### src/rtl/tour_pkg.sv
// tour_pkg -- shared definitions for the knight's-tour command sequencer.
//   tour_state_e : sequencer FSM states
//   MOVE / MOVE_FANFARE : command opcodes for the vertical / horizontal leg
//   HDG_* : heading codes understood by the command processor
//   RESP_* : response bytes returned to the UART wrapper
//   mk_cmd : packs {opcode, heading, squares} into a 16-bit command
package tour_pkg;

  typedef enum logic [2:0] {
    IDLE    = 3'd0,
    V_ISSUE = 3'd1,
    V_WAIT  = 3'd2,
    H_ISSUE = 3'd3,
    H_WAIT  = 3'd4
  } tour_state_e;

  localparam logic [3:0] MOVE         = 4'h2;
  localparam logic [3:0] MOVE_FANFARE = 4'h3;

  localparam logic [7:0] HDG_N = 8'h00;
  localparam logic [7:0] HDG_W = 8'h3F;
  localparam logic [7:0] HDG_S = 8'h7F;
  localparam logic [7:0] HDG_E = 8'hBF;

  localparam logic [7:0] RESP_BUSY = 8'h5A;
  localparam logic [7:0] RESP_IDLE = 8'hA5;

  function automatic logic [15:0] mk_cmd(input logic [3:0] op,
                                         input logic [7:0] hdg,
                                         input logic [3:0] sq);
    return {op, hdg, sq};
  endfunction

endpackage

### src/rtl/tour_move_dec.sv
// tour_move_dec -- combinational decode of a one-hot knight move into the
// two commands that realise it: a vertical leg followed by a horizontal leg.
// If several bits are set the lowest one wins.
//   i_move  : one-hot knight move (bit0..bit7)
//   o_v_cmd : vertical-leg command   {MOVE, heading, squares}
//   o_h_cmd : horizontal-leg command {MOVE_FANFARE, heading, squares}
//   o_valid : at least one move bit set
module tour_move_dec
  import tour_pkg::*;
(
  input  logic [7:0]  i_move,
  output logic [15:0] o_v_cmd,
  output logic [15:0] o_h_cmd,
  output logic        o_valid
);

  logic [7:0] w_v_hdg;
  logic [3:0] w_v_sq;
  logic [7:0] w_h_hdg;
  logic [3:0] w_h_sq;

  always_comb begin
    w_v_hdg = HDG_N;
    w_v_sq  = 4'd0;
    w_h_hdg = HDG_W;
    w_h_sq  = 4'd0;
    if (i_move[0]) begin          // N2 W1
      w_v_hdg = HDG_N; w_v_sq = 4'd2; w_h_hdg = HDG_W; w_h_sq = 4'd1;
    end else if (i_move[1]) begin // N2 E1
      w_v_hdg = HDG_N; w_v_sq = 4'd2; w_h_hdg = HDG_E; w_h_sq = 4'd1;
    end else if (i_move[2]) begin // N1 W2
      w_v_hdg = HDG_N; w_v_sq = 4'd1; w_h_hdg = HDG_W; w_h_sq = 4'd2;
    end else if (i_move[3]) begin // S1 W2
      w_v_hdg = HDG_S; w_v_sq = 4'd1; w_h_hdg = HDG_W; w_h_sq = 4'd2;
    end else if (i_move[4]) begin // S2 W1
      w_v_hdg = HDG_S; w_v_sq = 4'd2; w_h_hdg = HDG_W; w_h_sq = 4'd1;
    end else if (i_move[5]) begin // S2 E1
      w_v_hdg = HDG_S; w_v_sq = 4'd2; w_h_hdg = HDG_E; w_h_sq = 4'd1;
    end else if (i_move[6]) begin // S1 E2
      w_v_hdg = HDG_S; w_v_sq = 4'd1; w_h_hdg = HDG_E; w_h_sq = 4'd2;
    end else if (i_move[7]) begin // N1 E2
      w_v_hdg = HDG_N; w_v_sq = 4'd1; w_h_hdg = HDG_E; w_h_sq = 4'd2;
    end
  end

  assign o_v_cmd = mk_cmd(MOVE, w_v_hdg, w_v_sq);
  assign o_h_cmd = mk_cmd(MOVE_FANFARE, w_h_hdg, w_h_sq);
  assign o_valid = |i_move;

endmodule

### src/rtl/tour_cmd.sv
// tour_cmd -- sequences a knight's tour into command-processor commands.
// In IDLE the UART command path is passed straight through. A start_tour
// pulse walks mv_indx from 0 to LAST_MOVE; each move becomes a vertical leg
// and then a horizontal leg, each issued and acknowledged in turn.
//
// Handshake: cmd is offered while cmd_rdy=1 and held stable; the command
// processor takes it by pulsing clr_cmd_rdy, and later reports completion
// with send_resp. clr_cmd_rdy while not offering and send_resp while
// offering are ignored.
//
// Ports:
//   clk, rst_n        : clock, asynchronous active-low reset
//   start_tour        : pulse, begins a tour (IDLE only)
//   move              : one-hot move for mv_indx from the solver memory
//   mv_indx           : index of the move being issued
//   cmd_UART, cmd_rdy_UART, clr_cmd_rdy_UART : UART wrapper command path
//   cmd, cmd_rdy, clr_cmd_rdy, send_resp     : command processor path
//   resp              : 8'h5A while a tour runs, 8'hA5 otherwise
//   dbg_state         : current FSM state, for observation only
module tour_cmd
  import tour_pkg::*;
#(
  parameter int LAST_MOVE = 23
) (
  input  logic        clk,
  input  logic        rst_n,
  input  logic        start_tour,
  input  logic [7:0]  move,
  output logic [4:0]  mv_indx,
  input  logic [15:0] cmd_UART,
  input  logic        cmd_rdy_UART,
  output logic        clr_cmd_rdy_UART,
  output logic [15:0] cmd,
  output logic        cmd_rdy,
  input  logic        clr_cmd_rdy,
  input  logic        send_resp,
  output logic [7:0]  resp,
  output logic [2:0]  dbg_state
);

  localparam logic [4:0] LAST_IDX = 5'(LAST_MOVE);

  tour_state_e r_state;
  tour_state_e w_state_nxt;
  logic [4:0]  r_mv_indx;
  logic [4:0]  w_mv_indx_nxt;
  logic [15:0] w_v_cmd;
  logic [15:0] w_h_cmd;
  logic        w_move_valid;

  tour_move_dec u_dec (
    .i_move  (move),
    .o_v_cmd (w_v_cmd),
    .o_h_cmd (w_h_cmd),
    .o_valid (w_move_valid)
  );

  always_ff @(posedge clk or negedge rst_n) begin
    if (!rst_n) begin
      r_state   <= IDLE;
      r_mv_indx <= 5'd0;
    end else begin
      r_state   <= w_state_nxt;
      r_mv_indx <= w_mv_indx_nxt;
    end
  end

  always_comb begin
    w_state_nxt      = r_state;
    w_mv_indx_nxt    = r_mv_indx;
    cmd              = cmd_UART;
    cmd_rdy          = 1'b0;
    clr_cmd_rdy_UART = 1'b0;
    resp             = RESP_BUSY;
    unique case (r_state)
      IDLE: begin
        cmd              = cmd_UART;
        cmd_rdy          = cmd_rdy_UART;
        clr_cmd_rdy_UART = clr_cmd_rdy;
        resp             = RESP_IDLE;
        if (start_tour) begin
          w_state_nxt   = V_ISSUE;
          w_mv_indx_nxt = 5'd0;
        end
      end
      V_ISSUE: begin
        cmd = w_v_cmd;
        // An empty move means the solver has nothing for us: abandon quietly.
        if (!w_move_valid) begin
          w_state_nxt = IDLE;
        end else begin
          cmd_rdy = 1'b1;
          if (clr_cmd_rdy) w_state_nxt = V_WAIT;
        end
      end
      V_WAIT: begin
        cmd = w_v_cmd;
        if (send_resp) w_state_nxt = H_ISSUE;
      end
      H_ISSUE: begin
        cmd     = w_h_cmd;
        cmd_rdy = 1'b1;
        if (clr_cmd_rdy) w_state_nxt = H_WAIT;
      end
      H_WAIT: begin
        cmd = w_h_cmd;
        if (send_resp) begin
          if (r_mv_indx >= LAST_IDX) begin
            // The final completion already reports the tour as finished.
            w_state_nxt = IDLE;
            resp        = RESP_IDLE;
          end else begin
            w_state_nxt   = V_ISSUE;
            w_mv_indx_nxt = r_mv_indx + 5'd1;
          end
        end
      end
      default: w_state_nxt = IDLE;
    endcase
  end

  assign mv_indx   = r_mv_indx;
  assign dbg_state = r_state;

endmodule

### config.mk
export PLATFORM = sky130hd
export DESIGN_NAME = tour_cmd
export DESIGN_NICKNAME = d
export VERILOG_FILES = /design/src/rtl/tour_pkg.sv /design/src/rtl/tour_move_dec.sv /design/src/rtl/tour_cmd.sv
export SDC_FILE = /design/constraint.sdc
export NUM_CORES = 1
export LEC_CHECK = 0
export ABC_CLOCK_PERIOD_IN_PS = 4600
export BUFFER_PORTS_ARGS = -buffer_cell sky130_fd_sc_hd__buf_2
export CORE_MARGIN = 2
export CORE_UTILIZATION = 30
export CTS_CLUSTER_SIZE = 12
export DETAILED_ROUTE_END_ITERATION = 12
export PLACE_DENSITY = 0.64
export SLEW_MARGIN = 20
export SYNTH_ARGS = -nofsm -noshare
export SYNTH_HDL_FRONTEND = slang
export SYNTH_SLANG_ARGS = --single-unit
### constraint.sdc
create_clock -name clk -period 4.6 [get_ports clk]
set_input_delay 0.69 -clock clk [delete_from_list [all_inputs] [get_ports clk]]
set_output_delay 0.69 -clock clk [all_outputs]
set_load 0.05 [all_outputs]
## Word-level counts from Yosys, hierarchy flattened

Index checks and enable logic that the tools add are counted.

- Register bits: 8
- Bits of input ports: 30
- Output and inout port bits: 34

- $add $sub $neg: 1
- Magnitude comparators: 1
- Equal/unequal tests: 10
- Mux-type cells: 50
- Reductions and logical operators: 7

Operators by type and width:

| operator | number |
|---|---|
| $mux 8 | 16 |
| $mux 4 | 14 |
| $pmux 16 s2 | 1 |
| $mux 3 | 6 |
| $pmux 8 s2 | 1 |
| $mux 5 | 3 |
| $pmux 3 s5 | 1 |
| $ne 2x2->1 const B | 5 |
| $pmux 5 s2 | 1 |
| $reduce_or 8->1 | 1 |
| $mux 7 | 1 |
| $eq 3x2->1 const B | 2 |
| $add 5x1->5 const B | 1 |
| $ge 5x5->1 const B | 1 |
| $reduce_and 5->1 | 1 |
| $mux 1 | 4 |
| $reduce_and 4->1 | 1 |
| $reduce_or 2->1 | 2 |
| $eq 3x1->1 const B | 1 |
| $eq 3x3->1 const B | 1 |
| $logic_not 3->1 | 1 |
| $ne 3x3->1 const B | 1 |
| $pmux 1 s3 | 1 |
| $mux 2 | 1 |
| $reduce_bool 2->1 | 1 |

## Longest topological paths before layout

- Depth after elaboration: 9
- Mapped depth: 6
- Depth with buffers taken out: 5

## By module

Synthesis repeated with hierarchy kept, for this count alone.

- Cell total of the unflattened synthesis: 147
- Area total of the unflattened synthesis: 1,222.4 µm²

By module, submodules not included:

| module | instances | cells each | area each (µm²) |
|---|---|---|---|
| tour_cmd | 1 | 105 | 928.4 |
| tour_move_dec | 1 | 42 | 294.0 |

## Worst setup path before layout

OpenSTA, ideal clock, no wires.

- Path type: flip-flop to output port
- Start: register r_mv_indx[0] (netlist: mv_indx[0])
- End: output port resp[3]
- Data arrival time: 3.226 ns
- Data required time: 3.910 ns
- Path slack: 0.684 ns
- Cell stages (with the launch flop): 7
- Buffers on the path: 1
- Cells stage by stage: dfrtp_1 ha_1 a21oi_1 or3_1 a21oi_1 inv_1 buf_4

- Cells in the longest elaborated chain, start to end: 4

RTL lines:

| what | line | RTL |
|---|---|---|
| from (decl) | tour_cmd.sv:45 | `logic [4:0] r_mv_indx;` |
| from (signal assigned) | tour_cmd.sv:64 | `r_mv_indx <= w_mv_indx_nxt;` |
| $ge 5x5->1 | tour_cmd.sv:108 | `if (r_mv_indx >= LAST_IDX) begin` |
| $mux 8 | tour_cmd.sv:108 |  |
| $mux 8 | tour_cmd.sv:107 | `if (send_resp) begin` |
| $pmux 8 s2 | tour_cmd.sv:75 | `unique case (r_state)` |
| to (decl) | tour_cmd.sv:37 | `output logic [7:0] resp,` |

No other way between the ends.

## Worst setup path after layout

- Start: register r_state[1] (netlist: dbg_state[1])
- End: output port cmd[1]

- Cells in the longest elaborated chain, start to end: 3
- Elaborated cells between the ends (all ways): 7

RTL lines:

| what | line | RTL |
|---|---|---|
| from (decl) | tour_cmd.sv:43 | `tour_state_e r_state;` |
| from (signal assigned) | tour_cmd.sv:63 | `r_state <= w_state_nxt;` |
| $eq 3x3->1, or another cell as far along | tour_cmd.sv:75 |  |
| $reduce_or 2->1 (no source line) | -- |  |
| $pmux 16 s2 (*) | tour_cmd.sv:75 |  |
| to (decl) | tour_cmd.sv:33 | `output logic [15:0] cmd,` |

Mark *: on every way between the ends. The rest lies on a longest branch, timed or not.

==> results by stage <==
Outcome:
- The flow ran to the end, and the final reports show no timing, DRC or antenna violations.

Job:
- The reported max-cap violation count is 0.

Critical path:
- The startpoint type of the worst setup path is a flop.
- The first element of the critical path is dbg_state[1].
- Data on the critical path is required at its endpoint by 3910 ps.
- STA classifies the critical path endpoint as an output pin.
- The maximum single-stage delay on the critical path is 690 ps.
- The worst path buffer plus inverter count is 1.
- Of all nets on the critical path, the largest fanout is 31.
- The critical path in this run is classified as reg -> out.
- The library cell contributing the largest single delay on the critical path is sky130_fd_sc_hd__dfrtp_1.
- Broken down by cell family, the worst path's largest delay share belongs to flip-flops.
- The signal on the critical path passes through nor2_2 -> a21boi_0 -> o31ai_1 -> a211o_1 -> buf_2.
- Data arrives at the worst endpoint at approximately 2300 ps.
- In this run the critical register-to-register path is launched from dbg_state[1].

Placement:
- Detailed placement finished with a half-perimeter wire length of around 2400 um.
- Port buffering added 63 buffers.
- At the end of routability-driven placement, the weighted congestion stood at 0.759.

Min path:
- The path class of the tightest hold or removal check is in -> async.

STA:
- The hold violation total from the final report is 0.
- Setup violations remaining at the end of the flow were counted as 0.
- Measured against its own limit, the worst slew margin works out to 37.7%.
- Setup repair after global routing left no endpoint under its margin.
- The shortest clock period the worst path allows after layout is 3000 ps.
- The fmax is 333 MHz.
- The slew at the pin closest to its max-slew limit is 934 ps.
- The setup skew after layout is 0.568 ps.
- The aggregate negative setup slack is 0 ps.
- The number of pins with negative max-slew slack in the final report is 0.
- The final clock period utilization by the worst path is 65.2%.

Drt:
- After detailed routing, the number of vias per cell comes to ~5.3.
- In this run, the number of DRC markers left after iteration 0 of detailed routing was 63.
- Dividing the detail-routed wire length by the instance count gives 12.4 um.
- The total detailed-routing wirelength is 3210 um.
- The remaining design rule violation count is 0.
- The first detailed-routing pass took 4 iterations.
- In this run the remaining antenna-violating nets after routing total 0.
- The total via count in the routed design is about 1.4k.

Clocking:
- The CTS tree is built.
- The clock tree buffer depth is 2.
- In this run the post-CTS setup repair buffer count came out at 0.
- The CTS H-tree depth is 1.
- At the later pin of the worst-skew pair, clock insertion delay measures 230 ps.
- The clock drives 8 sinks.
- The number of buffers inserted by hold repair at cts is 0.
- The number of buffers created by CTS is 3.
- The number of cells upsized or downsized after cts is 0.
- After clock tree synthesis, the clock-pin slew on the worst setup and hold paths is approximately 40 ps.
- The CTS root buffer is sky130_fd_sc_hd__clkbuf_8.

Floorplan:
- After floorplanning, the core was divided into 22 placement rows.
- The die covers 4240 sq um.
- The die is 65.1 um wide.
- The vertical extent of the die is 65.1 um.
- The floorplan step defined a core boundary enclosing 3630 sq um.
- For this design the top-level I/O count stands at 64.
- The initial utilization of the core area, before any placement, comes to 30.9%.

Global routing:
- The first global-routing pass estimated 5170 um of wire.
- Global routing finished with a remaining overflow of 0.
- Global routing consumed, over all layers together, 14.8% of the routing resources.
- The number of global-route vias before repair is 1177.
- The number of antenna violations at the first check in global routing is 0.
- Entering global routing, the biggest net connects 32 pins.

Yosys:
- In this run, synthesis inferred 0 flip-flops with an integrated enable.
- The total of warnings raised by yosys is 0.
- The top flip-flop cell by instance count after synthesis is sky130_fd_sc_hd__dfrtp_1.
- The async set-or-reset flop fraction in the synthesized netlist is 100%.
- Synthesis produced a netlist whose cell count is 160.
- The number of different library cells used by synthesis comes to 44.
- Sequential elements use 17.9% of the synthesized area.
- The post-synthesis register bit count is 8.
- The mapped netlist covers 1120 sq um.
- The mean instance size in the synthesized netlist is between 7 and 8 sq um.
- The synthesized net count is between 150 and 200.

Final layout:
- The layout has 420 filler cells.
- The net total in the final layout is 243.
- The fraction of final layout cells sized beyond drive strength 1 is a little over a third.
- The layout overhead on the synthesized area is 28.5%.
- The count of antenna diodes in the layout is 0.
[cells by family after synthesis]
group | Yosys count | share of synthesized area [%]
buffers and inverters | 20 | 10.0
AOI/OAI and AO/OA | 56 | 35.6
adders and majority gates | 1 | 1.12
xor gates and xnor gates | 1 | 0.781
DFF | 8 | 17.9
muxes | 1 | 0.893
and+or+nand+nor | 73 | 33.7
[sequential cells by signal, summed over array words and instances (netlist names)]
name       count
dbg_state      3
mv_indx        5
[cell type report]
class | count | area (sq um) | area share, %
repair buffers | 63 | 315 | 21.9
well taps | 48 | 60.1 | 4.17
clock buffers | 3 | 41.3 | 2.87
flip-flops and latches | 8 | 200 | 13.9
multi-input cells | 132 | 808 | 56.1
inverters | 4 | 15.0 | 1.04
[per-layer routing]
metal | track usage, % | routed length (um) | part of all wire (%) | vias up
met2 | 24.2 | 1520 | 48 | 37
met1 | 20.6 | 1500 | 47 | 630
met5 | 0 | 0 | 0 | -
met3 | 1.20 | 140 | 4.4 | 5
met4 | 4.69 | 38 | 1.2 | 0
li1 | - | - | - | 692
[final timing paths]
path	endpoint	slack (ps)	cells past startpoint
hold reg to reg	mv_indx[1]	570	2
setup reg to reg	mv_indx[3]	2710	3
max in group asynchronous	dbg_state[0]	4120	1
hold / removal	mv_indx[4]	300	1
min in group clk	mv_indx[1]	570	2
setup / recovery	cmd[1]	1600	5
[synthesized netlist by cell type (2+ instances only)]
| master | n | area [sq um] |
|---|---|---|
| sky130_fd_sc_hd__and3_1 | 3 | 18.8 |
| sky130_fd_sc_hd__or2_1 | 2 | 12.5 |
| sky130_fd_sc_hd__a31oi_1 | 2 | 12.5 |
| sky130_fd_sc_hd__nand3b_1 | 2 | 15.0 |
| sky130_fd_sc_hd__o211a_1 | 6 | 60.1 |
| sky130_fd_sc_hd__nor2b_1 | 4 | 25.0 |
| sky130_fd_sc_hd__inv_1 | 3 | 11.3 |
| sky130_fd_sc_hd__a21oi_1 | 9 | 45.0 |
| sky130_fd_sc_hd__nand4_1 | 4 | 25.0 |
| sky130_fd_sc_hd__a21boi_4 | 2 | 37.5 |
| sky130_fd_sc_hd__nor2_1 | 16 | 60.1 |
| sky130_fd_sc_hd__a41oi_1 | 2 | 17.5 |
| sky130_fd_sc_hd__o21ai_0 | 2 | 10.0 |
| sky130_fd_sc_hd__nand2b_1 | 3 | 18.8 |
| sky130_fd_sc_hd__a211o_1 | 3 | 26.3 |
| sky130_fd_sc_hd__nand3_1 | 12 | 60.1 |
| sky130_fd_sc_hd__o21ai_1 | 18 | 90.1 |
| sky130_fd_sc_hd__a22o_1 | 2 | 17.5 |
| sky130_fd_sc_hd__o31ai_1 | 4 | 30.0 |
| sky130_fd_sc_hd__buf_4 | 8 | 60.1 |
| sky130_fd_sc_hd__nand2_1 | 14 | 52.6 |
| sky130_fd_sc_hd__or3_1 | 3 | 18.8 |
| sky130_fd_sc_hd__dfrtp_1 | 8 | 200 |
| sky130_fd_sc_hd__buf_2 | 6 | 30.0 |
| sky130_fd_sc_hd__nor2_2 | 3 | 18.8 |
[cells in the final DEF, fill, tap and decap left out, types with 2 or more instances in the layout]
cell type | netlist | routed
sky130_fd_sc_hd__nand3b_1 | 2 | 2
sky130_fd_sc_hd__clkbuf_8 | 0 | 3
sky130_fd_sc_hd__and3_1 | 3 | 3
sky130_fd_sc_hd__nand3_1 | 12 | 12
sky130_fd_sc_hd__a22o_1 | 2 | 2
sky130_fd_sc_hd__nand4_1 | 4 | 4
sky130_fd_sc_hd__dfrtp_1 | 8 | 8
sky130_fd_sc_hd__or3_1 | 3 | 3
sky130_fd_sc_hd__inv_1 | 3 | 3
sky130_fd_sc_hd__a21boi_4 | 2 | 2
sky130_fd_sc_hd__o31ai_1 | 4 | 4
sky130_fd_sc_hd__o211a_1 | 6 | 6
sky130_fd_sc_hd__a211o_1 | 3 | 3
sky130_fd_sc_hd__a21oi_1 | 9 | 9
sky130_fd_sc_hd__or2_1 | 2 | 2
sky130_fd_sc_hd__nor2b_1 | 4 | 4
sky130_fd_sc_hd__nand2b_1 | 3 | 3
sky130_fd_sc_hd__a31oi_1 | 2 | 2
sky130_fd_sc_hd__o21ai_0 | 2 | 2
sky130_fd_sc_hd__nand2_1 | 14 | 14
sky130_fd_sc_hd__nor2_1 | 16 | 16
sky130_fd_sc_hd__nor2_2 | 3 | 3
sky130_fd_sc_hd__a41oi_1 | 2 | 2
sky130_fd_sc_hd__buf_2 | 6 | 63
sky130_fd_sc_hd__o21ai_1 | 18 | 18
[metrics by stage]
step | std cells | cell area (sq um) | worst slack, ps | hold WS, ps | utilization [%]
global placement | 255 | 1400 | 1830 | 548 | 38.5
global route | 258 | 1440 | 1420 | 316 | 39.6
CTS | 258 | 1440 | 1600 | 308 | 39.6
detailed placement | 255 | 1400 | 1810 | 552 | 38.5
floorplan | 160 | 1120 | 684 | 394 | -
finish | 258 | 1440 | 1600 | 303 | 39.6
Power is not shown: default switching activity piles up to over one toggle a cycle in this logic, so the estimate is an artifact.
